## src/rtl/risc16_pkg.sv

```systemverilog
// Shared definitions for the RISC-16 front end: datapath width, NOP encoding
// and the fetch FSM state type.
package risc16_pkg;

  localparam int XLEN = 16;

  // add r0,r0,r0
  localparam logic [15:0] NOP = 16'h0000;

  typedef enum logic {
    REQ  = 1'b0,
    WAIT = 1'b1
  } fetch_state_e;

endpackage

```

## src/rtl/risc16_fetch.sv

```systemverilog
// Instruction fetch stage: one outstanding imem read, IF/ID holding register,
// pc-advance generation and wrong-path squash on execute redirects.
module risc16_fetch #(
  parameter int              XLEN      = risc16_pkg::XLEN,
  parameter logic [XLEN-1:0] RESET_NOP = risc16_pkg::NOP
) (
  input  logic            clk,
  input  logic            reset,
  input  logic [XLEN-1:0] pc,
  output logic            pc_advance,
  input  logic            redirect,
  output logic            imem_req_valid,
  input  logic            imem_req_ready,
  output logic [XLEN-1:0] imem_addr,
  input  logic            imem_rsp_valid,
  input  logic [XLEN-1:0] imem_rsp_data,
  output logic            ifid_valid,
  input  logic            ifid_ready,
  output logic [XLEN-1:0] ifid_instr,
  output logic [XLEN-1:0] ifid_pc
);

  import risc16_pkg::*;

  fetch_state_e    state_r, state_n_s;
  logic            drop_r, drop_n_s;
  logic [XLEN-1:0] req_pc_r, req_pc_n_s;
  logic            ifid_valid_r, ifid_valid_n_s;
  logic [XLEN-1:0] ifid_instr_r, ifid_instr_n_s;
  logic [XLEN-1:0] ifid_pc_r, ifid_pc_n_s;
  logic            req_valid_s;
  logic            accept_s;
  logic            load_s;

  // Next-state logic for the fetch FSM and the IF/ID register.
  always_comb begin
    state_n_s      = state_r;
    drop_n_s       = drop_r;
    req_pc_n_s     = req_pc_r;
    ifid_valid_n_s = ifid_valid_r;
    ifid_instr_n_s = ifid_instr_r;
    ifid_pc_n_s    = ifid_pc_r;
    req_valid_s    = 1'b0;
    accept_s       = 1'b0;
    load_s         = 1'b0;

    case (state_r)
      REQ: begin
        // Only request when IF/ID will have room for the answer.
        req_valid_s = !redirect && (!ifid_valid_r || ifid_ready);
        accept_s    = req_valid_s && imem_req_ready;
        if (accept_s) begin
          state_n_s  = WAIT;
          req_pc_n_s = pc;
          drop_n_s   = 1'b0;
        end else begin
          state_n_s  = REQ;
        end
      end
      WAIT: begin
        if (imem_rsp_valid) begin
          state_n_s = REQ;
          drop_n_s  = 1'b0;
          load_s    = !drop_r && !redirect;
        end else if (redirect) begin
          drop_n_s  = 1'b1;
        end else begin
          drop_n_s  = drop_r;
        end
      end
      default: begin
        state_n_s = REQ;
        drop_n_s  = 1'b0;
      end
    endcase

    if (redirect) begin
      ifid_valid_n_s = 1'b0;
    end else if (load_s) begin
      ifid_valid_n_s = 1'b1;
      ifid_instr_n_s = imem_rsp_data;
      ifid_pc_n_s    = req_pc_r;
    end else if (ifid_valid_r && ifid_ready) begin
      ifid_valid_n_s = 1'b0;
    end else begin
      ifid_valid_n_s = ifid_valid_r;
    end

    // An empty IF/ID always presents the NOP to decode.
    if (!ifid_valid_n_s) begin
      ifid_instr_n_s = RESET_NOP;
    end else begin
      ifid_instr_n_s = ifid_instr_n_s;
    end
  end

  // State and IF/ID registers.
  always_ff @(posedge clk or negedge reset) begin
    if (!reset) begin
      state_r      <= REQ;
      drop_r       <= 1'b0;
      req_pc_r     <= '0;
      ifid_valid_r <= 1'b0;
      ifid_instr_r <= RESET_NOP;
      ifid_pc_r    <= '0;
    end else begin
      state_r      <= state_n_s;
      drop_r       <= drop_n_s;
      req_pc_r     <= req_pc_n_s;
      ifid_valid_r <= ifid_valid_n_s;
      ifid_instr_r <= ifid_instr_n_s;
      ifid_pc_r    <= ifid_pc_n_s;
    end
  end

  assign pc_advance     = accept_s;
  assign imem_req_valid = req_valid_s;
  assign imem_addr      = pc;
  assign ifid_valid     = ifid_valid_r;
  assign ifid_instr     = ifid_instr_r;
  assign ifid_pc        = ifid_pc_r;

endmodule

```

## config.mk

```make
export PLATFORM = sky130hd
export DESIGN_NAME = risc16_fetch
export DESIGN_NICKNAME = d
export VERILOG_FILES = /design/src/rtl/risc16_pkg.sv /design/src/rtl/risc16_fetch.sv
export SDC_FILE = /design/constraint.sdc
export NUM_CORES = 1
export LEC_CHECK = 0
export ABC_CLOCK_PERIOD_IN_PS = 3700
export CAP_MARGIN = 5
export CORE_UTILIZATION = 30
export CTS_BUF_LIST = sky130_fd_sc_hd__clkbuf_8 sky130_fd_sc_hd__clkbuf_16
export DETAILED_ROUTE_END_ITERATION = 7
export DONT_BUFFER_PORTS = 1
export PLACE_DENSITY_LB_ADDON = 0.2
export SLEW_MARGIN = 20
export SYNTH_ARGS = -nofsm -noshare
export SYNTH_HDL_FRONTEND = slang
export SYNTH_SLANG_ARGS = --single-unit
```

## constraint.sdc

```tcl
create_clock -name clk -period 3.7 [get_ports clk]
set_input_delay 0.37 -clock clk [delete_from_list [all_inputs] [get_ports clk]]
set_output_delay 0.37 -clock clk [all_outputs]
set_load 0.05 [all_outputs]
```

=== After elaboration in Yosys (flattened, before gate mapping) ===
Cells that the tools add are included.

* Equal/unequal tests: 4
* Reduce and logical (&&, ||, !) cells: 12
* Bitwise operators: 2
* Muxes and demuxes: 17

{| class="wikitable"
|+ Operator list
! operator !! number
|-
| $mux W16 || 3
|-
| $mux W1 || 12
|-
| $reduce_and A2 Y1 || 4
|-
| $logic_and A1 B1 Y1 || 4
|-
| $ne A2 B2 Y1 const B || 2
|-
| $pmux W1 S2 || 2
|-
| $logic_not A1 Y1 || 3
|-
| $ne A3 B3 Y1 const B || 1
|-
| $ne A2 B1 Y1 const B || 1
|-
| $not A1 Y1 || 2
|-
| $logic_or A1 B1 Y1 || 1
|}

* Output and inout bits: 51
* Register bits after elaboration: 51
* Word-level logic and storage cells: 41

=== Depth between registers and ports, before layout ===
Gate-level depths: netlist of run 1.

* Depth in word-level cells: 8
* Depth in mapped cells: 5

=== Least setup slack after synthesis of run 1 ===
Ideal clock, no wire load.

* Path kind: register to output
* From: register ifid_valid_r, in the netlist ifid_valid
* To: output imem_req_valid
* Required time: 3.330 ns
* Path slack: 1.513 ns
* Arrival time: 1.817 ns
* Cell stages (with the launch flop): 3
* Path buffers: 0
* Cell sequence: dfrtp_1 -> nor2b_1 -> nor3_1

* Word-level cells in the longest chain between the ends: 4

{| class="wikitable"
|+ RTL lines
! element !! RTL line !! source
|-
| from (decl) || risc16_fetch.sv:28 || <nowiki>logic ifid_valid_r, ifid_valid_n_s;</nowiki>
|-
| from (signal assigned) || risc16_fetch.sv:110 || <nowiki>ifid_valid_r <= ifid_valid_n_s;</nowiki>
|-
| $logic_not A1 Y1 || risc16_fetch.sv:50 || <nowiki>req_valid_s = !redirect && (!ifid_valid_r || ifid_ready);</nowiki>
|-
| $logic_or A1 B1 Y1 || risc16_fetch.sv:50 ||
|-
| $logic_and A1 B1 Y1 || risc16_fetch.sv:50 ||
|-
| $mux W1 || risc16_fetch.sv:47 || <nowiki>case (state_r)</nowiki>
|-
| to (decl) || risc16_fetch.sv:12 || <nowiki>output logic imem_req_valid,</nowiki>
|}

No other way between the ends.

=== Worst setup path after layout of run 1 ===
* From: register ifid_valid_r, in the netlist ifid_valid
* To: output pc_advance

* Word-level cells in the longest chain between the ends: 5

{| class="wikitable"
|+ RTL lines
! element !! RTL line !! source
|-
| $logic_not A1 Y1 || risc16_fetch.sv:50 ||
|-
| $logic_or A1 B1 Y1 || risc16_fetch.sv:50 ||
|-
| $logic_and A1 B1 Y1 || risc16_fetch.sv:50 ||
|-
| $logic_and A1 B1 Y1 || risc16_fetch.sv:51 || <nowiki>accept_s = req_valid_s && imem_req_ready;</nowiki>
|-
| $mux W1 || risc16_fetch.sv:47 ||
|-
| to (decl) || risc16_fetch.sv:10 || <nowiki>output logic pc_advance,</nowiki>
|}

No other way between the ends.

==> metrics.txt, run 1 <==
layout overhead on the synthesized area=3.48%; vias in the first global route=about 1.2k; initial core utilization=0.318; TritonCTS clock tree=built; post-synthesis area per instance=15.3 um2; Routed WL=3770 um; Cells after DPL=192; number of buffers added on ports=0; diodes inserted=0; Sw Share=0.417; CTS resizes=0; Post-synth EDFFs=0; Clock Sinks=a little over 50; remaining antenna violation count=0; Req. time, crit path=3.33 ns; worst slew pin tran=0.664 ns; VDD IR max=268 uV; Internal=935 uW; area occupied by multi-input gates=593 um2; Psw=669 uW; Worst-path clk slew=0.08 ns; number of max-cap violations=0; Final HPWL DP=~2600 um; Power Dens Cells=756 nW/um2; total area of sequential cells=1280 um2; CTS H-tree depth=2; drt drc=3; post-CTS setup buffers=0; Seq/Total Area, Yosys=0.622; RSZ-0062 raised after global routing=false; Die Ht=approximately 85 um; number of fillers in the final layout=638; Logic pwr share=0.115; status=finished with violations; initial antenna violation count=0; Clock Tree Buf Depth=2; post-synthesis cell area=2050 um2; GRT Util Overall=0.115; Row Count=29; Worst slew margin=0.556; Critical Path AT=1.86 ns; Max Freq=between 400 and 500 MHz; Pre-antenna DRT Iters=8; CTS Buf Count=5; Clock Power Share=0.186; Iter 0 DRT Violations=37; Slew Limit Fails=0; clk_skew=0.00788 ns; slowest stage delay, CP=0.58 ns; CP max FO=19; Hold Crit Class=input pin to flop; remaining global-route overflow=0; Layout Cells excl Fill=202; drt wl/cell=around 19 um; Final #Nets=about 160; Syn Nets=~170; CP Cell Sequence=nor2b_1, nor4b_2, buf_4, buf_6; # setup viols final=0; Slowest cell on crit path=dfrtp_1; Hold Violations, Final=0; share of cells above drive strength 1=0.360; Async S/R FF share, synth=1.00; Seq pwr share=0.699; dominant synthesized flop cell=dfrtp_1; Vias=1031; setup total negative slack=0 ns; CP Class=flop to primary output; worst skew pair latency=0.29 ns; Die X=84.7 um; area of the die=7170 um2; Final GP Congestion=0.775; Vias/cell=5.10; I/O pins=between 80 and 90; CP Launch Type=flop; core area=6460 um2; largest net degree at the start of global routing=52; Synth Instances=134; Root Buffer Master=clkbuf_8; failing checks=DRC; reg-to-reg slack, setup=1.73 ns; Period minus WS final=2.23 ns; Yosys reg bits=51; Unique masters post-synth=20; P_leak=0.000946 uW; endpoint type of the worst setup path=primary output; Final Cycle Share=0.602; first-pass GRT wire length=6380 um; Yosys Warn Count=0; final core occ=0.329; CTS Hold Buffers Added=2
state kept, by name, summed over array words and instances (netlist names):
| signal | count |
|---|---|
| drop_r | 1 |
| state_r | 1 |
| ifid_instr | 16 |
| ifid_pc | 16 |
| ifid_valid | 1 |
| req_pc_r | 16 |
Yosys cell counts (2+ instances only):
cell	count	share of area
buf_6	2	0.011
a22o_1	16	0.068
buf_2	2	0.0049
buf_4	17	0.062
dfrtp_1	51	0.62
mux2_2	32	0.18
cells in the final DEF, fill, tap and decap left out:
| cell type | netlist | final |
|---|---|---|
| a211oi_1 | 1 | 1 |
| a21o_1 | 1 | 1 |
| a21oi_1 | 1 | 1 |
| a22o_1 | 16 | 16 |
| buf_16 | 0 | 1 |
| buf_4 | 17 | 3 |
| buf_6 | 2 | 1 |
| clkbuf_8 | 0 | 5 |
| clkinv_2 | 0 | 1 |
| dfrtp_1 | 51 | 51 |
| dlygate4sd3_1 | 0 | 1 |
| inv_1 | 1 | 3 |
| mux2_2 | 32 | 32 |
| nand2_1 | 1 | 1 |
| nor2b_1 | 1 | 1 |
| nor3_1 | 1 | 1 |
| nor3_4 | 1 | 1 |
| nor4b_2 | 0 | 1 |
| o21ba_1 | 1 | 1 |
| or2b_1 | 1 | 1 |
| or3b_1 | 1 | 1 |
metal layers:
metal	wire length (um)	GRT usage
met5	0	0
met1	1500	0.134
met4	40	0.0370
met3	286	0.0433
met2	1940	0.196
through the flow:
step / setup WS (ns) / area, um2 / total power [uW] / hold slack (ns)
6_report: 1.47 / 2120 / 1600 / 0.166
5_1_grt: 1.32 / 2120 / 1690 / 0.141
4_1_cts: 1.44 / 2120 / 1630 / 0.151
3_5_place_dp: 1.73 / 2000 / 1310 / 0.0755
3_3_place_gp: 1.81 / 2000 / 1290 / 0.0754
2_1_floorplan: 1.51 / 2050 / 1300 / 0.0744
path summary, 6_finish.rpt:
kind / start / to / depth (start not counted)
hold reg to reg: req_pc_r[10]$_DFFE_PN0P_ / ifid_pc[10]$_DFFE_PN0P_ / 1
setup reg to reg: state_r$_DFF_PN0_ / ifid_pc[9]$_DFFE_PN0P_ / 4
min in group asynchronous: reset / ifid_pc[3]$_DFFE_PN0P_ / 2
max in group asynchronous: reset / drop_r$_DFFE_PN0P_ / 2
setup / recovery: ifid_valid$_DFF_PN0_ / pc_advance / 4
hold / removal: imem_rsp_valid / drop_r$_DFFE_PN0P_ / 1
worst max-delay path: cells and delay by family, from the launching register on:
family | cells | cell delay, ns
flip-flops | 1 | 0.58
buffers and inverters | 2 | 0.51
AND/OR/NAND/NOR | 2 | 0.48
power by group through the flow:
stage,clock [uW],sequential [uW],combinational [uW]
2_1_floorplan,0,1100,199
3_3_place_gp,0,1130,162
3_5_place_dp,0,1140,174
4_1_cts,316,1130,189
5_1_grt,342,1140,207
6_report,298,1120,184
kinds of logic after synthesis:
| group | share of synthesized area |
|---|---|
| mux | 0.176 |
| compound gates | 0.0830 |
| simple gates | 0.0275 |
| flops | 0.622 |
| buf+inv | 0.0915 |
cell type report:
| cell class | count | share of cell area |
|---|---|---|
| multi-input combinational | 59 | 0.279 |
| tap | 77 | 0.0454 |
| inverter | 1 | 0.00177 |
| timing repair buffer | 6 | 0.0336 |
| clock buffer | 5 | 0.0324 |
| sequential | 51 | 0.601 |
| clock inverter | 3 | 0.00590 |
Power figures use the tool's default switching activity.
==> inputs of run 2 (changes only) <==
Settings changed: ABC_CLOCK_PERIOD_IN_PS 3700 to 2300.
Clock period 3.7 ns to 2.3 ns, I/O delays scaled along.
==> metrics.txt, run 2 (same netlist as run 1, synthesis figures left out) <==
number of buffers added on ports=0 (unchanged); slowest stage delay, CP=0.39 ns (was 0.58 ns); Worst-path clk slew=0.09 ns (was 0.08 ns); number of max-cap violations=0 (unchanged); Cells after DPL=194 (was 192); clk_skew=0.00689 ns (was 0.00788 ns); Hold Violations, Final=0 (unchanged); endpoint type of the worst setup path=primary output (unchanged); Period minus WS final=1.80 ns; Clock Tree Buf Depth=2 (unchanged); vias in the first global route=1174 (was 1218); CTS H-tree depth=2 (unchanged); CP Launch Type=flop (unchanged); Hold Crit Class=input pin to flop (unchanged); Final Cycle Share=0.781; Psw=1080 uW (was 669 uW); share of cells above drive strength 1=0.383 (was 0.360); Die X=84.7 um (unchanged); Logic pwr share=0.111 (was 0.115); hold_ws=0.0658 ns (was 0.166 ns); drt wl/cell=18.0 um (was 18.6 um); GRT Util Overall=0.109 (was 0.115); most common cell after layout, fill and taps aside=dfrtp_1 (unchanged); remaining antenna violation count=0 (unchanged); area of the die=7170 um2 (unchanged); Final #Nets=165 (was 162); Clock Sinks=51 (unchanged); Critical Path AT=1.57 ns (was 1.86 ns); design area=2180 um2 (was 2120 um2); first-pass GRT wire length=6020 um (was 6380 um); Clock Power Share=0.234 (was 0.186); worst slew pin tran=0.541 ns (was 0.664 ns); Power Dens Cells=1250 nW/um2 (was 756 nW/um2); Routed WL=3690 um (was 3770 um); drt drc=0 (was 3); diodes inserted=0 (unchanged); layout overhead on the synthesized area=6.47% (was 3.48%); Req. time, crit path=2.07 ns (was 3.33 ns); Vias=1040 (was 1031); setup total negative slack=0 ns (unchanged); total area of sequential cells=1280 um2 (unchanged); status=completed (was finished with violations); largest net degree at the start of global routing=52 (unchanged); TritonCTS clock tree=built (unchanged); Die Ht=84.7 um (unchanged); Vias/cell=5.07 (was 5.10); post-CTS setup buffers=0 (unchanged); number of fillers in the final layout=643 (was 638); Slowest cell on crit path=dfrtp_1 (unchanged); Iter 0 DRT Violations=24 (was 37); Sw Share=0.396 (was 0.417); worst skew pair latency=0.30 ns (was 0.29 ns); Layout Cells excl Fill=205 (was 202); Row Count=29 (unchanged); CP Class=flop to primary output (unchanged); Seq pwr share=0.655 (was 0.699); Pre-antenna DRT Iters=6 (was 8); Slew Limit Fails=0 (unchanged); initial core utilization=0.318 (unchanged); DP Area=2020 um2 (was 2000 um2); Max Freq=557 MHz; Worst slew margin=0.639 (was 0.556); P_leak=0.000972 uW (was 0.000946 uW); core area=6460 um2 (unchanged); Internal=1650 uW (was 935 uW); CTS Buf Count=5 (unchanged); CP max FO=19 (unchanged); area occupied by multi-input gates=593 um2 (unchanged); most frequent cells in the layout=dfrtp_1, mux2_2, a22o_1, clkbuf_8, buf_4 (was dfrtp_1, mux2_2, a22o_1, clkbuf_8); Root Buffer Master=clkbuf_8 (unchanged); CP Cell Sequence=nor2b_1, nor4b_2, buf_4, buf_6 (unchanged); VDD IR max=603 uV (was 268 uV); overall power=2740 uW (was 1600 uW); # setup viols final=0 (unchanged); RSZ-0062 raised after global routing=false (unchanged); remaining global-route overflow=0 (unchanged); I/O pins=89 (unchanged); Final HPWL DP=2540 um (was 2650 um); initial antenna violation count=0 (unchanged); Final GP Congestion=0.760 (was 0.775)
-- run 2: changes by cell type in the layout (fill, tap and decap cells not counted) --
cell | previous run | this run
buf_4 | 3 | 5
inv_1 | 3 | 1
bufinv_16 | 0 | 1
clkbuf_8 | 5 | 6
dlygate4sd3_1 | 1 | 2
-- run 2: final cells by class --
class | instances | share of cell area
Multi-Input combinational cell | 59 | 0.272
Inverter | 1 | 0.00172
Clock inverter | 2 | 0.0160
Tap cell | 77 | 0.0441
Clock buffer | 6 | 0.0378
Sequential cell | 51 | 0.585
Timing Repair Buffer | 9 | 0.0441
-- run 2: final timing paths --
check                                              from                        end  slack [ns]  cells past startpoint
worst max-delay path               ifid_valid$_DFF_PN0_                 pc_advance        0.50                      4
worst min-delay path                   imem_rsp_data[5]  ifid_instr[5]$_DFFE_PN0P_        0.07                      1
worst max register to register     ifid_valid$_DFF_PN0_  ifid_instr[3]$_DFFE_PN0P_        0.70                      3
worst min register to register  req_pc_r[1]$_DFFE_PN0P_    req_pc_r[1]$_DFFE_PN0P_        0.51                      1
max in group asynchronous                         reset  ifid_instr[0]$_DFFE_PN0P_        1.64                      2
min in group asynchronous                         reset   req_pc_r[10]$_DFFE_PN0P_        0.44                      2
-- run 2: metrics by stage --
| step | util | setup WS (ns) |
|---|---|---|
| final | 0.338 | 0.505 |
| after global routing | 0.338 | 0.398 |
| after CTS | 0.336 | 0.470 |
| after detailed placement | 0.312 | 0.727 |
| after global placement | 0.312 | 0.762 |
| after floorplan | - | 0.253 |
-- run 2: power groups by stage --
stage / Combinational (uW) / Sequential [uW] / Clock, uW
after global routing: 342 / 1830 / 709
final: 304 / 1790 / 640
after CTS: 309 / 1800 / 670
after global placement: 270 / 1810 / 0
after floorplan: 320 / 1770 / 0
after detailed placement: 286 / 1820 / 0
-- run 2: metal layers --
layer / vias to the layer above / share of wire / track usage
li1: 441 / - / -
met1: 555 / 0.41 / 0.124
met2: 40 / 0.50 / 0.181
met3: 4 / 0.076 / 0.0452
met4: 0 / 0.011 / 0.0416
met5: - / 0 / 0
-- run 2: critical path: cells and delay by family (launching register included) --
family                 cells  cell delay (ns)
AND/OR/NAND/NOR            2             0.36
flip-flops                 1             0.39
buffers and inverters      2             0.50
-- run 2: timing repair --
action	4_1_cts	5_1_grt
hold endpoints to repair	51	1
hold buffers	2	1
resized for setup	0	0
